$ cat config.mk
export PLATFORM = sky130hd
export DESIGN_NAME = packet_distributor
export DESIGN_NICKNAME = d
export VERILOG_FILES = /design/src/rtl/packet_distributor_pkg.sv /design/src/rtl/packet_distributor_engine_out_stage.sv /design/src/rtl/packet_distributor.sv
export SDC_FILE = /design/constraint.sdc
export NUM_CORES = 1
export LEC_CHECK = 0
export BUFFER_PORTS_ARGS = -buffer_cell sky130_fd_sc_hd__buf_2
export CAP_MARGIN = 20
export CORE_AREA = 4 4 298 300
export CTS_CLUSTER_DIAMETER = 60
export DETAILED_ROUTE_END_ITERATION = 16
export DIE_AREA = 0 0 302 304
export GPL_TIMING_DRIVEN = 0
export REMOVE_ABC_BUFFERS = 1
export SETUP_SLACK_MARGIN = 0.5
export SLEW_MARGIN = 20
export SYNTH_ARGS = -nofsm -noshare
export SYNTH_HDL_FRONTEND = slang
export SYNTH_SLANG_ARGS = --single-unit
$ cat constraint.sdc
create_clock -name clk -period 2.1 [get_ports clk]
set_input_delay 0.42 -clock clk [delete_from_list [all_inputs] [get_ports clk]]
set_output_delay 0.42 -clock clk [all_outputs]
set_load 0.03 [all_outputs]
$ cat src/rtl/packet_distributor_pkg.sv
// Shared constants for the aggregator / distributor pair: engine ids, FSM state codes, row shift.
// Latency: n/a (package only).
// Backpressure: n/a (package only).
package packet_distributor_pkg;

    // Engine id carried by next_engine; the aggregator uses the same encoding.
    typedef enum logic {
        ENGINE1 = 1'b0,
        ENGINE2 = 1'b1
    } engine_e;

    // HEADER: the next accepted beat is a packet header. BODY: mid-packet.
    typedef enum logic {
        HEADER = 1'b0,
        BODY   = 1'b1
    } state_e;

    // LENGTH is in units of 8; (LENGTH >> ROW_SHIFT) is the number of body beats.
    localparam int ROW_SHIFT = 3;

    function automatic engine_e other_engine(input engine_e e);
        return (e == ENGINE1) ? ENGINE2 : ENGINE1;
    endfunction

endpackage

$ cat src/rtl/packet_distributor_engine_out_stage.sv
// Purpose: 1-deep valid/data output register towards one engine.
// Latency: 1 cycle from load to out_vld/out_dat.
// Backpressure: load_rdy = !out_vld || out_rdy; out_dat holds while out_vld && !out_rdy.
// Ports: clk/reset, load_vld/load_dat (from the distributor), load_rdy (to the distributor),
//        out_dat/out_vld/out_rdy (engine handshake).
module engine_out_stage #(
    parameter int DATA_WIDTH = 255
) (
    input  logic                clk,
    input  logic                reset,
    input  logic                load_vld,
    input  logic [DATA_WIDTH:0] load_dat,
    output logic                load_rdy,
    output logic [DATA_WIDTH:0] out_dat,
    output logic                out_vld,
    input  logic                out_rdy
);

    logic                valid_q, valid_d;
    logic [DATA_WIDTH:0] data_q,  data_d;

    assign load_rdy = !valid_q || out_rdy;
    assign out_vld  = valid_q;
    assign out_dat  = data_q;

    always_comb begin
        valid_d = valid_q;
        data_d  = data_q;
        // A load while the old beat drains replaces it in place, so no bubble appears.
        if (load_vld && load_rdy) begin
            valid_d = 1'b1;
            data_d  = load_dat;
        end else if (valid_q && out_rdy) begin
            valid_d = 1'b0;
        end
    end

    always_ff @(posedge clk) begin
        if (reset) begin
            valid_q <= 1'b0;
            data_q  <= '0;
        end else begin
            valid_q <= valid_d;
            data_q  <= data_d;
        end
    end

endmodule

$ cat src/rtl/packet_distributor.sv
// Purpose: split one aggregated packet stream back to ENGINE1/ENGINE2, whole packets alternating.
// Latency: 1 cycle DATA_IN -> DATA_OUTx; 1 beat/cycle without backpressure.
// Backpressure: ready follows the output stage of the currently selected engine; the other stage drains freely.
// Ports: DATA_IN/valid_in/ready (aggregated input), DATA_OUTx/valid_x/ready_x (per engine), busy (mid-packet).
// Optional: define DISTRIB_PKT_CNT_EN to add pkt_cnt_1/pkt_cnt_2, per-engine completed-packet counters.
module packet_distributor
    import packet_distributor_pkg::*;
#(
    parameter int DATA_WIDTH   = 12'h0FF,
    parameter int LENGTH_WIDTH = 8'h1F
) (
    input  logic                clk,
    input  logic                reset,
    input  logic [DATA_WIDTH:0] DATA_IN,
    input  logic                valid_in,
    output logic                ready,
    output logic [DATA_WIDTH:0] DATA_OUT1,
    output logic                valid_1,
    input  logic                ready_1,
    output logic [DATA_WIDTH:0] DATA_OUT2,
    output logic                valid_2,
    input  logic                ready_2,
    output logic                busy
`ifdef DISTRIB_PKT_CNT_EN
    ,
    output logic [15:0]         pkt_cnt_1,
    output logic [15:0]         pkt_cnt_2
`endif
);

    localparam int CW = LENGTH_WIDTH + 1;

    state_e          state_q, state_d;
    engine_e         next_engine_q, next_engine_d;
    logic [CW-1:0]   rows_left_q, rows_left_d;
    logic [CW-1:0]   rows;
    logic            load_rdy_1, load_rdy_2;
    logic            accept;
    logic            last_beat;

    // Engine selection is latched per packet, so a packet never straddles both engines.
    assign ready  = (next_engine_q == ENGINE1) ? load_rdy_1 : load_rdy_2;
    assign accept = valid_in && ready;
    assign busy   = (state_q == BODY);

    engine_out_stage #(.DATA_WIDTH(DATA_WIDTH)) u_stage_1 (
        .clk      (clk),
        .reset    (reset),
        .load_vld (accept && (next_engine_q == ENGINE1)),
        .load_dat (DATA_IN),
        .load_rdy (load_rdy_1),
        .out_dat  (DATA_OUT1),
        .out_vld  (valid_1),
        .out_rdy  (ready_1)
    );

    engine_out_stage #(.DATA_WIDTH(DATA_WIDTH)) u_stage_2 (
        .clk      (clk),
        .reset    (reset),
        .load_vld (accept && (next_engine_q == ENGINE2)),
        .load_dat (DATA_IN),
        .load_rdy (load_rdy_2),
        .out_dat  (DATA_OUT2),
        .out_vld  (valid_2),
        .out_rdy  (ready_2)
    );

    always_comb begin
        state_d       = state_q;
        next_engine_d = next_engine_q;
        rows_left_d   = rows_left_q;
        last_beat     = 1'b0;
        // Body beats still to come after this header; all-ones LENGTH still fits in CW bits.
        rows          = DATA_IN[LENGTH_WIDTH:0] >> ROW_SHIFT;
        if (accept) begin
            case (state_q)
                HEADER: begin
                    if (rows == '0) begin
                        last_beat     = 1'b1;
                        next_engine_d = other_engine(next_engine_q);
                    end else begin
                        rows_left_d = rows;
                        state_d     = BODY;
                    end
                end
                BODY: begin
                    rows_left_d = rows_left_q - CW'(1);
                    if (rows_left_q == CW'(1)) begin
                        last_beat     = 1'b1;
                        state_d       = HEADER;
                        next_engine_d = other_engine(next_engine_q);
                    end
                end
                default: state_d = HEADER;
            endcase
        end
    end

    always_ff @(posedge clk) begin
        if (reset) begin
            state_q       <= HEADER;
            next_engine_q <= ENGINE1;
            rows_left_q   <= '0;
        end else begin
            state_q       <= state_d;
            next_engine_q <= next_engine_d;
            rows_left_q   <= rows_left_d;
        end
    end

`ifdef DISTRIB_PKT_CNT_EN
    logic [15:0] pkt_cnt_1_q, pkt_cnt_1_d;
    logic [15:0] pkt_cnt_2_q, pkt_cnt_2_d;

    assign pkt_cnt_1 = pkt_cnt_1_q;
    assign pkt_cnt_2 = pkt_cnt_2_q;

    // Counted when the final beat enters the stage; wraps naturally at 16 bits.
    always_comb begin
        pkt_cnt_1_d = pkt_cnt_1_q;
        pkt_cnt_2_d = pkt_cnt_2_q;
        if (last_beat && (next_engine_q == ENGINE1)) pkt_cnt_1_d = pkt_cnt_1_q + 16'd1;
        if (last_beat && (next_engine_q == ENGINE2)) pkt_cnt_2_d = pkt_cnt_2_q + 16'd1;
    end

    always_ff @(posedge clk) begin
        if (reset) begin
            pkt_cnt_1_q <= '0;
            pkt_cnt_2_q <= '0;
        end else begin
            pkt_cnt_1_q <= pkt_cnt_1_d;
            pkt_cnt_2_q <= pkt_cnt_2_d;
        end
    end
`endif

endmodule
==> After elaboration in Yosys (flattened, before gate mapping) <==
Cells that the tools add are included.
{ "totals": {"register_bits": 548, "latchBits": 0, "ram_bits": 0, "romBits": 0, "input_bits": 261, "output_inout_bits": 516, "wordCells": 44, "memories": 0} }
{ "classes": {"addsub": 1, "multipliers": 0, "div": 0, "magnitude_cmp": 0, "eq_ne": 4, "shifts": 0, "n_mux": 14, "bitwise": 2, "reduce_logical": 16} }
{ "op_table": {"columns": ["op", "count"], "rows": [
  ["32-bit one-hot mux with 2 select lines", 1],
  ["32-bit by 1-bit equality test with 1-bit output, second input constant", 1],
  ["32-bit zero test", 1],
  ["32-bit 2-to-1 mux", 1],
  ["32-bit by 1-bit subtractor with 32-bit output, second input constant", 1],
  ["1-bit 2-to-1 mux", 10],
  ["1-bit logical AND", 7],
  ["2-bit inequality test, second input constant", 2],
  ["1-bit one-hot mux with 2 select lines", 2],
  ["2-bit nonzero test", 2],
  ["3-bit AND reduction", 1],
  ["1-bit zero test", 2],
  ["1-bit logical OR", 2],
  ["2-bit by 1-bit inequality test with 1-bit output, second input constant", 1],
  ["1-bit inverter", 2],
  ["2-bit AND reduction", 1]
]} }

==> Logic depth before layout (Yosys ltp) <==
{ "depth": {"depth_word": 7, "ltp_mapped": 8, "ltp_nobuf": 7} }

==> Hierarchy <==
Synthesis repeated with hierarchy kept, for this count alone.
{ "hier_totals": {"cells_unflattened": 2667, "hier_area_um2": 24548.5} }
{ "modules_own_cells": {"columns": ["mod", "n_inst", "cells_each", "area_per_inst_um2"], "rows": [
  ["engine_out_stage", 2, 1171, 11093.1],
  ["packet_distributor", 1, 325, 2362.3]
]} }

==> Worst setup path after synthesis <==
OpenSTA, ideal clock, no wires.
{ "synth_path": {"path_kind": "reg2reg", "startpoint": "register rows_left_q[12]", "endpoint": "register rows_left_q[23]", "setup_time_ns": 0.123, "t_arrival_ns": 2.134, "required_ns": 1.977, "slack_ns": -0.157, "path_stages_with_launch": 8, "period_less_slack_ns": 2.257, "path_cell_list": "dfxtp_1 -> or4_1 -> buf_6 -> or4_1 -> buf_2 -> o311a_1 -> a31oi_1 -> a31oi_1"} }
{ "synth_between": {"elab_chain_cells": 2} }
{ "synth_rtl": {"columns": ["item", "line", "source"], "rows": [
  ["start, declared", "packet_distributor.sv:35", "logic [CW-1:0] rows_left_q, rows_left_d;"],
  ["start signal, assigned", "packet_distributor.sv:107", "rows_left_q <= rows_left_d;"],
  ["32-bit by 1-bit subtractor with 32-bit output", "packet_distributor.sv:87", "rows_left_d = rows_left_q - CW'(1);"],
  ["32-bit one-hot mux with 2 select lines", "packet_distributor.sv:76", "case (state_q)"]
]} }
Every way passes these cells.
A chain may end at the register's enable or synchronous reset.

==> Final worst setup path <==
{ "layout_path": {"startpoint": "register rows_left_q[17]", "endpoint": "register rows_left_q[21]"} }
The elaborated chain is that of the path after synthesis.

==> flow_summary_export.csv <==
group,metric,value,unit
synthesis,postSynthCellCount,2530,
worst_setup_path,timing.critical_path.cells,"or4_4, or4_4, buf_6, buf_6, o31ai_4, nand2_1, a21oi_1",
worst_setup_path,regToRegSetupSlack,-0.01,ns
placed_design,dp_worst_setup_slack,-1.03,ns
worst_setup_path,crit_buf_inv,2,
global_route,grt_usage,16.6,%
clock_network,clk_transition_reported_paths,0.06,ns
timing,max_clock_freq,473,MHz
finish,areaGrowthSynthToFinish,64.6,%
routing,route.final.wire_length,90.7,mm
timing,setup_viol_count_final,1,
floorplan,die_w,302,um
placed_design,port_buffers,776,
finish,final_core_utilization,37.5,%
timing,post-route-worst-setup-slack,-0.0131,ns
routing,routed_wire_length_per_instance,19.6,um
floorplan,core_area,86200,um^2
worst_setup_path,critical-path-top-delay-family,"simple AND/OR/NAND/NOR gates",
routing,drt.antenna.violating_nets,0,
synthesis,yosys.area_share.adder,0.127,%
timing,final_setup_skew,0.0324,ns
synthesis,post_synth_instance_area,19700,um^2
power,peakVddDrop,0.733,mV
clock_network,cts_buf_count,70,
synthesis,area_fraction_in_and_or_nand_and_nor_cells_after_synthesis,23.7,%
global_route,largest_net_degree_at_the_start_of_global_routing,118,
floorplan,placementRows,108,
timing,hold_violation_count_in_the_final_report,0,
global_route,grt_pass1_wl,121,mm
routing,drt_pre_antenna_iters,6,
clock_network,insertion_delay,0.60,ns
synthesis,synth_ff_type,"sky130_fd_sc_hd__dfxtp_1",
synthesis,yosysWarnings,0,
synthesis,synth.distinct_cells,50,
synthesis,portion_of_the_post_synthesis_area_used_by_sequential_elements,55.8,%
timing,unrepaired_setup_endpoints_after_global_routing,"yes",
clock_network,cts_tree,"yes",
synthesis,synth.avg_cell_area,7.77,um^2
synthesis,synth-xor-area-share,0,%
timing,post_route_clock_period_utilization,101,%
clock_network,cts_sinks,548,
routing,dr.first_iter.drc_count,1761,
worst_setup_path,path_class,"flip-flop to flip-flop",
timing,report.final.slew_viol_count,0,
status,run_status,"complete, but fails checks",
floorplan,die_height,304,um
placed_design,numPlacedInstances,4302,
floorplan,boundaryPins,777,
placed_design,placement.cell_area,25100,um^2
finish,layout.cell_area.non_filler,32400,um^2
timing,timing.slew.headroom,46.8,%
synthesis,async_reset_ff_share,0,%
power,cellLeakagePower,14.4,nW
synthesis,synthMuxAreaShare,0.325,%
floorplan,starting_density_of_the_core,22.8,%
worst_setup_path,critPathMaxStageDelay,0.55,ns
clock_network,cts_root_buffer,"sky130_fd_sc_hd__clkbuf_16",
timing,finalSetupTns,-0.0131,ns
status,violated_checks,"setup timing",
finish,fin_nets,3681,
job,max_cap_viol_count,0,
clock_network,cts_buffer_depth,3,
synthesis,synth_top_family_by_area,"simple AND/OR/NAND/NOR gates",
routing,viasPerCell,4.72,
global_route,grt-ovfl-total,0,
worst_setup_path,worstSetupEndpointType,"flip-flop",
synthesis,synth_edf_count,0,
worst_setup_path,cp_max_fo,4,
timing,tightest_slew,0.798,ns
global_route,grt_antenna_before_repair,7,
routing,detailroute.via_count,21800,
timing,layout_min_cycle_time,2.11,ns
worst_setup_path,critical_path.startpoint_type,"flip-flop",
worst_setup_path,worst_ep_arrival_time,2.63,ns
worst_hold_path,timing.hold.worst.class,"input port to flip-flop",
synthesis,synth-compound-area-share,16.1,%
placed_design,place.gp.congestion,0.829,
routing,remaining_drc_errors,0,
finish,finish.cell_count_without_fillers,4626,
global_route,via_count_of_the_first_global_routing_pass,19700,
synthesis,synth.ff_latch_count,548,
clock_network,htree_num_levels,3,
placed_design,dp_hpwl,51.0,mm
finish,post_route_cells_drive_above_1_share,43.5,%
worst_setup_path,timing.critical_path.required,2.62,ns
power,power.density,829,nW/um^2
worst_setup_path,worst_path_slowest_cell,"sky130_fd_sc_hd__or4_4",
floorplan,fp.dieArea,91800,um^2
-- synth_stat cells (all sizes together) (3+ instances only) --
master / instances / area, um^2
dfxtp: 548 / 11000
mux2: 3 / 33.8
and3: 7 / 45.1
nand3: 14 / 70.1
clkbuf: 181 / 679
a21oi: 536 / 2680
o21a: 5 / 37.5
nor2: 14 / 52.6
nand2: 1054 / 3960
nor2b: 11 / 68.8
or4: 16 / 123
nor4: 17 / 128
o31ai: 3 / 22.5
buf: 17 / 80.1
a41oi: 3 / 26.3
mux2i: 3 / 30.0
nand3b: 3 / 22.5
nand4: 8 / 50.1
a31oi: 19 / 119
o311ai: 3 / 26.3
o211ai: 7 / 52.6
o21ai: 19 / 95.1
nor3: 11 / 65.1
inv: 3 / 11.3
-- cell families (layout without fill, tap and decap cells) --
logic type	after synthesis	after routing
AO/OA/AOI/OAI	606	611
adder cells (fa/ha/maj)	2	2
buffers and inverters	201	1129
flip-flops	548	548
multiplexers	6	6
other	0	7
AND/OR/NAND/NOR	1167	1168
-- tightest hold or removal path, stage by stage --
cell and delay, ns:
sky130_fd_sc_hd__buf_2 0.10, sky130_fd_sc_hd__nand2_1 0.05, sky130_fd_sc_hd__a21oi_1 0.05
-- path summary, 6_finish.rpt --
| path | startpoint | endpoint | cells past startpoint |
|---|---|---|---|
| setup / recovery | rows_left_q[17] | rows_left_q[21] | 7 |
| hold / removal | DATA_IN[192] | u_stage_2.out_dat[192] | 3 |
| setup reg to reg | rows_left_q[17] | rows_left_q[21] | 7 |
| hold reg to reg | u_stage_1.out_dat[126] | u_stage_1.out_dat[126] | 2 |
-- flip-flops by register name, indices dropped and copies added, names as in the netlist --
register and flops:
u_stage_2.out_vld 1, u_stage_1.out_dat 256, rows_left_q 32, u_stage_1.out_vld 1, u_stage_2.out_dat 256, next_engine_q 1, busy 1
-- what timing repair did --
item | in CTS | in global routing
resized for setup | 278 | 407
setup endpoints to repair | 611 | 841
hold buffers | 0 | 0
gates cloned | 31 | 31
buffers inserted | 75 | 62
pin swaps | 182 | 130
-- layer usage --
metal / up-vias / routed length, um / GRT usage (%)
met4: 0 / 3950 / 7.33
met5: - / 0 / 0
met1: 10400 / 35600 / 20.2
li1: 10200 / - / -
met2: 1104 / 42700 / 27.5
met3: 215 / 8440 / 4.35
-- report_power, final --
group	internal, mW	switching, mW	leakage (nW)
registers	10.7	0.274	4.47
clock network	7.17	4.83	1.13
logic	1.48	2.34	8.77
total	19.4	7.44	14.4
-- cells in the final DEF, fill, tap and decap left out, types with 9 or more instances in the layout --
master	count
sky130_fd_sc_hd__nor2b_1	11
sky130_fd_sc_hd__nand3_1	9
sky130_fd_sc_hd__buf_2	772
sky130_fd_sc_hd__or4_4	10
sky130_fd_sc_hd__dfxtp_2	9
sky130_fd_sc_hd__nor4_1	9
sky130_fd_sc_hd__bufbuf_16	9
sky130_fd_sc_hd__nand2_2	67
sky130_fd_sc_hd__buf_8	13
sky130_fd_sc_hd__nand2_4	124
sky130_fd_sc_hd__nor2_1	14
sky130_fd_sc_hd__a31oi_1	18
sky130_fd_sc_hd__clkbuf_8	20
sky130_fd_sc_hd__buf_4	77
sky130_fd_sc_hd__a21oi_1	419
sky130_fd_sc_hd__dfxtp_1	531
sky130_fd_sc_hd__nand2_1	861
sky130_fd_sc_hd__buf_12	37
sky130_fd_sc_hd__a21oi_2	117
sky130_fd_sc_hd__buf_16	35
sky130_fd_sc_hd__buf_6	41
sky130_fd_sc_hd__clkbuf_16	93
-- cell type report --
cell class              instances  area, um^2
diodes                          7        17.5
clock buffers                  97        2070
clock inverters                21         226
fillers                      8661       53900
inverters                       3        17.5
multi-input cells            1787        9910
flip-flops and latches        548       11000
well taps                    1155        1450
repair buffers               1006        7650
repair inverters                2        15.0
-- stage by stage --
stage / hold WS (ns) / total power, mW
2_1_floorplan: 0.441 / 12.6
3_3_place_gp: 0.438 / 13.9
3_5_place_dp: 0.443 / 13.9
4_1_cts: 0.0134 / 26.6
5_1_grt: 0.0334 / 27.7
6_report: 0.0632 / 26.8
Note: power is estimated with default switching activity, not from simulation.
